$ cat src/rtl/seg_disp_ctrl.sv
// Multiplexed seven-segment display scanner with a four-register write/readback port.
// Blink support is compiled in only when SEG_BLINK_EN is defined.
module seg_disp_ctrl #(
    parameter int DIGITS     = 8,
    parameter int SCAN_DIV   = 50000,
    parameter int BLINK_DIV  = 64,
    parameter bit ACTIVE_LOW = 1'b1
) (
    input  logic              clk,
    input  logic              rst,
    input  logic              wr_en,
    input  logic [1:0]        wr_sel,
    input  logic [31:0]       wr_data,
    output logic [31:0]       rd_data,
    output logic [7:0]        seg,
    output logic [DIGITS-1:0] an
);

    if (DIGITS != 4 && DIGITS != 8) begin : g_bad_digits
        $error("seg_disp_ctrl: DIGITS must be 4 or 8");
    end
    if (SCAN_DIV < 2 || SCAN_DIV > 65535) begin : g_bad_scan_div
        $error("seg_disp_ctrl: SCAN_DIV must be in 2..65535");
    end
    if (BLINK_DIV < 1 || BLINK_DIV > 255) begin : g_bad_blink_div
        $error("seg_disp_ctrl: BLINK_DIV must be in 1..255");
    end

    localparam logic [15:0]       PRESC_TC = 16'(SCAN_DIV - 1);
    localparam logic [2:0]        IDX_LAST = 3'(DIGITS - 1);
    localparam logic [7:0]        SEG_OFF  = {8{ACTIVE_LOW}};
    localparam logic [DIGITS-1:0] AN_OFF   = {DIGITS{ACTIVE_LOW}};
`ifdef SEG_BLINK_EN
    localparam logic [3:0]        CTRL_MASK = 4'hF;
`else
    localparam logic [3:0]        CTRL_MASK = 4'hB;
`endif

    logic [31:0] data_q;
    logic [7:0]  dp_q;
    logic [7:0]  blank_q;
    logic [3:0]  ctrl_q;

    logic [15:0] presc_q;
    logic [2:0]  idx_q;
    logic        tc;
    logic        wrap;
    logic        blink_off;

    logic [31:0] data_view;
    logic [7:0]  lz_supp;
    logic        zero_run;
    logic [3:0]  cur_nib;
    logic        cur_dp;
    logic        cur_blank;
    logic [7:0]  an_on;

    function automatic logic [6:0] hex7(input logic [3:0] n);
        hex7 = 7'h00;
        case (n)
            4'h0: hex7 = 7'h3F;
            4'h1: hex7 = 7'h06;
            4'h2: hex7 = 7'h5B;
            4'h3: hex7 = 7'h4F;
            4'h4: hex7 = 7'h66;
            4'h5: hex7 = 7'h6D;
            4'h6: hex7 = 7'h7D;
            4'h7: hex7 = 7'h07;
            4'h8: hex7 = 7'h7F;
            4'h9: hex7 = 7'h6F;
            4'hA: hex7 = 7'h77;
            4'hB: hex7 = 7'h7C;
            4'hC: hex7 = 7'h39;
            4'hD: hex7 = 7'h5E;
            4'hE: hex7 = 7'h79;
            4'hF: hex7 = 7'h71;
        endcase
    endfunction

    always_ff @(posedge clk or posedge rst) begin
        if (rst) begin
            data_q  <= '0;
            dp_q    <= '0;
            blank_q <= '0;
            ctrl_q  <= '0;
        end else if (wr_en) begin
            case (wr_sel)
                2'b00: data_q  <= wr_data;
                2'b01: dp_q    <= wr_data[7:0];
                2'b10: blank_q <= wr_data[7:0];
                2'b11: ctrl_q  <= wr_data[3:0] & CTRL_MASK;
            endcase
        end
    end

    always_comb begin
        rd_data = '0;
        case (wr_sel)
            2'b00: rd_data      = data_q;
            2'b01: rd_data[7:0] = dp_q;
            2'b10: rd_data[7:0] = blank_q;
            2'b11: rd_data[3:0] = ctrl_q;
        endcase
    end

    assign tc   = (presc_q == PRESC_TC);
    assign wrap = tc && (idx_q == IDX_LAST);

    always_ff @(posedge clk or posedge rst) begin
        if (rst) begin
            presc_q <= '0;
            idx_q   <= '0;
        end else if (!ctrl_q[0]) begin
            presc_q <= '0;
            idx_q   <= '0;
        end else if (tc) begin
            presc_q <= '0;
            idx_q   <= wrap ? 3'd0 : idx_q + 3'd1;
        end else begin
            presc_q <= presc_q + 16'd1;
        end
    end

`ifdef SEG_BLINK_EN
    localparam logic [7:0] BLINK_TC = 8'(BLINK_DIV - 1);
    logic [7:0] blink_cnt_q;
    logic       blink_phase_q;

    // Counts completed scan rounds; restarts lit whenever the display is re-enabled.
    always_ff @(posedge clk or posedge rst) begin
        if (rst) begin
            blink_cnt_q   <= '0;
            blink_phase_q <= 1'b0;
        end else if (!ctrl_q[0]) begin
            blink_cnt_q   <= '0;
            blink_phase_q <= 1'b0;
        end else if (wrap) begin
            if (blink_cnt_q == BLINK_TC) begin
                blink_cnt_q   <= '0;
                blink_phase_q <= ~blink_phase_q;
            end else begin
                blink_cnt_q <= blink_cnt_q + 8'd1;
            end
        end
    end

    assign blink_off = ctrl_q[2] & blink_phase_q;
`else
    assign blink_off = 1'b0;
`endif

    // A 4-digit build shows either the low or the high half of DATA.
    assign data_view = (DIGITS == 4 && ctrl_q[3]) ? {16'h0, data_q[31:16]} : data_q;

    always_comb begin
        lz_supp  = '0;
        zero_run = 1'b1;
        for (int k = DIGITS - 1; k >= 1; k--) begin
            zero_run   = zero_run && (data_view[4*k +: 4] == 4'h0);
            lz_supp[k] = zero_run;
        end
    end

    assign cur_nib   = data_view[{idx_q, 2'b00} +: 4];
    assign cur_dp    = dp_q[idx_q];
    assign cur_blank = blank_q[idx_q] | (ctrl_q[1] & lz_supp[idx_q]) | blink_off;
    assign an_on     = 8'h01 << idx_q;

    // The terminal-count cycle darkens the outputs, so the first cycle of every new index is dark.
    always_ff @(posedge clk or posedge rst) begin
        if (rst) begin
            seg <= SEG_OFF;
            an  <= AN_OFF;
        end else if (!ctrl_q[0] || tc) begin
            seg <= SEG_OFF;
            an  <= AN_OFF;
        end else begin
            seg <= SEG_OFF ^ (cur_blank ? 8'h00 : {cur_dp, hex7(cur_nib)});
            an  <= AN_OFF ^ an_on[DIGITS-1:0];
        end
    end

endmodule

$ cat config.mk
export PLATFORM = sky130hd
export DESIGN_NAME = seg_disp_ctrl
export DESIGN_NICKNAME = d
export VERILOG_FILES = /design/src/rtl/seg_disp_ctrl.sv
export SDC_FILE = /design/constraint.sdc
export NUM_CORES = 1
export LEC_CHECK = 0
export BUFFER_PORTS_ARGS = -buffer_cell sky130_fd_sc_hd__buf_2
export CAP_MARGIN = 10
export CORE_MARGIN = 3
export CORE_UTILIZATION = 58
export CTS_BUF_LIST = sky130_fd_sc_hd__clkbuf_4 sky130_fd_sc_hd__clkbuf_8
export CTS_CLUSTER_DIAMETER = 60
export CTS_CLUSTER_SIZE = 16
export DETAILED_ROUTE_END_ITERATION = 8
export PLACE_DENSITY = 0.83
export SLEW_MARGIN = 5
export SYNTH_ARGS = -nofsm -noshare
export SYNTH_HDL_FRONTEND = slang
export SYNTH_SLANG_ARGS = --single-unit
$ cat constraint.sdc
create_clock -name clk -period 3.1 [get_ports clk]
set_input_delay 0.62 -clock clk [delete_from_list [all_inputs] [get_ports clk]]
set_output_delay 0.62 -clock clk [all_outputs]
set_load 0.05 [all_outputs]
---- Word level (Yosys, flattened, before mapping) ----
Memories as Yosys holds them, arrays and structs flattened.
Index checks and enable logic that the tools add are counted.
storage, ports and cells
  register bits after elaboration ......... 86
  ROM bits ................................ 112
  word-level logic and storage cells ...... 63
  memories kept ........................... 1
cells by class
  add/sub/neg operators ................... 2
  magnitude comparators ................... 1
  equality and inequality tests ........... 6
  shift operators ......................... 2
  multiplexer cells ....................... 18
  bitwise operators ....................... 4
  reduce and logical (&&, ||, !) cells .... 21
memories
  memory           words  width  rd ports  clocked after Yosys merged registers in  write ports  line  RTL
  (no name shown)  16     7      1         0                                        0            60    case (n)
operators by type and width
  kind                                                        number
  2-to-1 mux 16 bit                                           2
  indexed part select 32 x 6 -> 4 bit                         1
  logical NOT 4 bit                                           7
  2-to-1 mux 24 bit                                           1
  2-to-1 mux 8 bit                                            3
  adder 16 x 1 -> 16 bit, second input constant               1
  equality test 16 bit, second input constant                 1
  NOT 8 bit                                                   2
  one-hot mux 4 bit (4 select lines)                          1
  one-hot mux 4 bit (3 select lines)                          1
  binary-select mux 1 bit (select 3 bit)                      3
  2-to-1 mux 3 bit                                            3
  AND reduction 2 bit                                         4
  << shifter 1 x 3 -> 8 bit, first input constant             1
  logical AND 1 bit                                           7
  2-to-1 mux 7 bit                                            1
  equality test 2 bit, second input constant                  2
  less-than comparator 3 x 4 -> 1 bit, second input constant  1
  adder 3 x 1 -> 3 bit, second input constant                 1
  equality test 3 bit, second input constant                  1
  2-to-1 mux 1 bit                                            3
  equality test 2 x 1 -> 1 bit, second input constant         1
  logical NOT 2 bit                                           1
  != test 2 x 1 -> 1 bit, second input constant               1
  4 further kinds                                             4

---- Depth between registers and ports, before layout ----
  depth after elaboration ................. 14
  depth in mapped cells ................... 10

---- Worst setup path after synthesis ----
Ideal clock, no wire load.
  path kind ............................... input port to output port
  from .................................... input port wr_sel[1]
  to ...................................... output port rd_data[2]
  arrival time ............................ 2.208 ns
  required time ........................... 2.480 ns
  path slack .............................. 0.272 ns
  stages .................................. 3
  buffers on the path ..................... 1
  cell sequence ........................... buf_1 -> mux2i_1 -> o21ai_0
on the way
  word-level cells in the longest chain between the ends .. 2
  elaborated cells between the ends (all ways) .. 5
  those cells by class .................... eq/ne (3); mux (1); reduce/logical (1)
ends and longest elaborated chain
  what                                         line  RTL
  start, declared                              12    input logic [1:0] wr_sel,
  equality test 2 bit (tied with other cells)  98    case (wr_sel)
  one-hot mux 4 bit (4 select lines) *         98
  end, declared                                14    output logic [31:0] rd_data,
Every way passes the cells marked *; elsewhere a longest branch is shown, timed or not.

---- Worst setup path after layout ----
  from .................................... register idx_q[2]
  to ...................................... register seg[3]
on the way
  word-level cells in the longest chain between the ends .. 7
  elaborated cells between the ends (all ways) .. 12
  those cells by class .................... shift (1); mux (7); bitwise (3); memory (1)
ends and longest elaborated chain
  what                                                                              line  RTL
  start, declared                                                                   45    logic [2:0] idx_q;
  start signal, assigned                                                            118   idx_q <= wrap ? 3'd0 : idx_q + 3'd1;
  parallel branches: the longest is 4 deep, another holds memory read (16 x 7 bit)  --
  2-to-1 mux 8 bit *                                                                178   seg <= SEG_OFF ^ (cur_blank ? 8'h00 : {cur_dp, hex7(cur_nib)});
  NOT 8 bit (no source line) *                                                      --
  2-to-1 mux 8 bit *                                                                174   end else if (!ctrl_q[0] || tc) begin
  end signal, assigned                                                              178
  end, declared                                                                     15    output logic [7:0] seg,
Every way passes the cells marked *. The select of a mux whose other input is x is not followed.
A chain may end at the register's enable or synchronous reset.

==> summary.md <==
| Metric | Value |
|---|---|
| Overall die area | `0.00878 mm²` |
| Clock slew at the register clock pins of the worst setup and hold paths | `0.08 ns` |
| Final standard cell utilization of the core | `70.2%` |
| Measured slew at the worst slew-check pin | `0.672 ns` |
| Share of synthesized flip-flops with an asynchronous set or reset | `100%` |
| Depth of the critical timing path with buffers and inverters included | `8` |
| Critical path buffers and inverters | `1` |
| Largest area contributor in the netlist | `sky130_fd_sc_hd__dfrtp_1` |
| Power per cell area | `603 mW/mm²` |
| Placed wire-length estimate | `6770 µm` |
| Clock latency on the worst-skew pair | `0.36 ns` |
| Leakage power of the design | `2.30 nW` |
| Nets | `497` |
| Cell types occupying the most area after synthesis | `sky130_fd_sc_hd__dfrtp_1 39%, sky130_fd_sc_hd__mux2_2 12%, sky130_fd_sc_hd__dfstp_2 9.4%` |
| Worst-case clock buffer depth | `2` |
| Initial antenna violation count | `0` |
| CP Cell Sequence | `mux4_2 > nand2_1 > and2_2 > inv_1 > ha_1 > and2_1 > a211oi_1 > o21ai_1` |
| Total clock sinks | `86` |
| Met3 usage | `5.61%` |
| Routability-driven placement congestion ratio | `0.818` |
| Wire length of the first global-routing pass | `15800 µm` |
| Die width | `93.7 µm` |
| Combined area of all synthesized cells | `0.00446 mm²` |
| Detailed Routing Iterations Pass 1 | `5` |
| Via count of the first global-routing pass | `3142` |
| Most used flip-flop cell after synthesis | `sky130_fd_sc_hd__dfrtp_1` |
| Initial Utilization | `60.5%` |
| Type of the most critical hold path | `in2async` |
| Top achievable clock speed | `407 MHz` |
| Setup repair after global routing missed its margin | `no` |
| Number of cells on the worst reg-to-reg path | `8` |
| Wire length per cell after detailed routing | `17.5 µm` |
| Final number of max-transition violations | `0` |
| Number of nets still failing antenna checks after routing | `0` |
| Min cycle time layout | `2.45 ns` |
| Hold Vio Cnt, Final | `0` |
| Largest delay share family, worst path | `flip-flops` |
| Outcome | `finished, final reports clean` |
| Critical Path Fanout Max | `18` |
| EDFF count, synth | `0` |
| Layer carrying the most global-route usage | `met2` |
| Vias after detailed routing | `3160` |
| Library cell with the highest instance count after synthesis | `sky130_fd_sc_hd__dfrtp_1` |
| Clock H-tree levels | `3` |
| Gr usage total | `23.6%` |
| Instance count of the mapped netlist | `362` |
| Number of distinct library cells after synthesis | `48` |
| Number of buffers added to fix hold violations after cts | `0` |
| Placeable Area | `0.00737 mm²` |
| Postcts setup bufs | `0` |
| Share of post-route cells with drive strength above 1 | `42.2%` |
| Root buf cell | `sky130_fd_sc_hd__clkbuf_8` |
| Largest net degree at the start of global routing | `49` |
| TritonCTS buffer count | `9` |
| Worst supply voltage drop on vdd | `363 µV` |
| Die Y-Extent | `93.7 µm` |
| Total negative setup slack | `0 ns` |
| CTS tree | `done` |
| Critical R2R Capture | `seg[3]` |
| Launching element type of the critical path | `flop` |
| Required time at the worst-slack endpoint | `3.36 ns` |
| MaxCap Viol Count | `0` |
| CP arrival | `2.71 ns` |
| Warning count from the yosys run | `0` |
| Global routing met2 resource utilization | `39.7%` |
| Stage delay of the slowest cell on the critical path | `0.76 ns` |
| Startpoint of the most critical register-to-register path | `idx_q[2]` |
| Aggregate global routing overflow | `0` |
| Met1 GRT Util | `30.0%` |
| Vias per Instance | `5.72` |
| Top post-synthesis cells by count | `70 x sky130_fd_sc_hd__dfrtp_1, 49 x sky130_fd_sc_hd__mux2_2, 30 x sky130_fd_sc_hd__nand2_1` |
| Number of resized instances in the post-cts repair step | `0` |
| Share of the clock period used by the worst path after layout | `79.2%` |
| First-iteration detailed-routing DRC count | `152` |
| Synth top area share | `39.3%` |
| Worst setup skew after layout | `0.0118 ns` |
| Worst Setup Path Type | `reg2reg` |
| Number of standard-cell rows in the floorplan | `31` |
| Kind of capture point of the worst setup path | `flop` |
| Total nets after synthesis | `411` |
| IO Port Bufs | `84` |
| Setup Viol. Count Final | `0` |
| Number of synthesized register bits | `86` |
| Synth-to-Final Area Change | `16.0%` |
| Wirelength, routed | `9640 µm` |
| Synthesized area per cell | `12.3 µm²` |
| Critical-path top delay cell | `sky130_fd_sc_hd__dfrtp_1` |
| I/O pin count | `85` |
| Number of fill cells in the layout | `550` |
| Total DRC errors in the routed layout | `0` |
| Portion of the post-synthesis area used by sequential elements | `48.7%` |
| Remaining max-slew budget at the tightest pin | `55.1%` |
| Number of antenna repair diodes | `0` |
| Worst reg2reg setup slack | `0.65 ns` |
[stage by stage]
step / instances / power (mW) / hold WS, ns / setup slack, ns / area (µm²)
2_1_floorplan: 362 / 2.04 / 0.455 / 0.272 / 4460
3_3_place_gp: 536 / 2.24 / 0.472 / 0.796 / 4950
3_5_place_dp: 536 / 2.26 / 0.475 / 0.651 / 4950
4_1_cts: 552 / 3.14 / 0.347 / 0.632 / 5180
5_1_grt: 552 / 3.27 / 0.374 / 0.428 / 5180
6_report: 552 / 3.12 / 0.331 / 0.646 / 5180
[per-layer routing]
layer,part of all wire (%),vias up,wire (µm)
met2,51,94,4910
li1,-,1461,-
met5,0,-,0
met4,2.2,0,210
met3,5.2,17,500
met1,42,1588,4010
[sequential cells by signal (all words and copies together), names as in the netlist]
signal and count:
data_q 32, presc_q 16, an 8, blank_q 8, dp_q 8, seg 8, ctrl_q 3, idx_q 3
[cell usage in the layout, fill, tap and decap left out, types with 2 or more instances in the layout]
master	count
sky130_fd_sc_hd__and2_1	28
sky130_fd_sc_hd__buf_2	84
sky130_fd_sc_hd__and3_1	4
sky130_fd_sc_hd__dfrtp_1	70
sky130_fd_sc_hd__nor4bb_1	2
sky130_fd_sc_hd__o21ai_0	9
sky130_fd_sc_hd__clkbuf_8	10
sky130_fd_sc_hd__mux2_1	2
sky130_fd_sc_hd__a21oi_1	4
sky130_fd_sc_hd__nor2b_1	2
sky130_fd_sc_hd__nor4_1	6
sky130_fd_sc_hd__a21boi_0	2
sky130_fd_sc_hd__nand3_1	13
sky130_fd_sc_hd__mux4_2	12
sky130_fd_sc_hd__xor2_1	8
sky130_fd_sc_hd__clkinv_1	2
sky130_fd_sc_hd__nor2_1	24
sky130_fd_sc_hd__nand2_1	30
sky130_fd_sc_hd__dfstp_2	16
sky130_fd_sc_hd__mux2_2	49
sky130_fd_sc_hd__o211ai_1	3
sky130_fd_sc_hd__mux4_1	3
sky130_fd_sc_hd__nor3_1	3
sky130_fd_sc_hd__ha_1	12
sky130_fd_sc_hd__o221ai_1	2
sky130_fd_sc_hd__mux2i_1	10
sky130_fd_sc_hd__clkinv_2	2
sky130_fd_sc_hd__xnor2_1	6
sky130_fd_sc_hd__nand4_1	3
sky130_fd_sc_hd__buf_4	6
sky130_fd_sc_hd__inv_1	5
sky130_fd_sc_hd__bufinv_16	2
sky130_fd_sc_hd__nand3b_1	2
[cell families (layout without fill, tap and decap cells)]
kind of cell	count (synthesis)	count (layout)	share of synthesized area, %
xor+xnor	14	14	2.75
mux	77	77	23.5
buf+inv	24	115	3.31
compound gates	26	26	4.29
fa+ha+maj	12	12	3.37
simple gates	123	123	14.1
flops	86	86	48.7
[worst max path at each step]
stage	from	to	slack (ns)
floorplan	wr_sel[1]	rd_data[2]	0.27
global route	idx_q[1]	seg[3]	0.43
CTS	idx_q[1]	seg[3]	0.63
detailed placement	idx_q[1]	seg[3]	0.65
finish	idx_q[2]	seg[3]	0.65
global placement	idx_q[1]	seg[3]	0.80
[power breakdown]
part / total, mW / internal (mW) / switching [mW]
Clock: 0.867 / 0.473 / 0.395
Sequential: 1.45 / 1.30 / 0.153
Combinational: 0.802 / 0.310 / 0.492
[layout make-up]
class | instances | area, µm² | share of cell area (%)
Timing Repair Buffer | 91 | 485 | 9.38
Tap cell | 99 | 124 | 2.39
Multi-Input combinational cell | 252 | 2140 | 41.4
Clock buffer | 10 | 138 | 2.66
Clock inverter | 6 | 85.1 | 1.64
Inverter | 8 | 31.3 | 0.604
Sequential cell | 86 | 2170 | 42.0
Note: power is estimated with default switching activity, not from simulation.
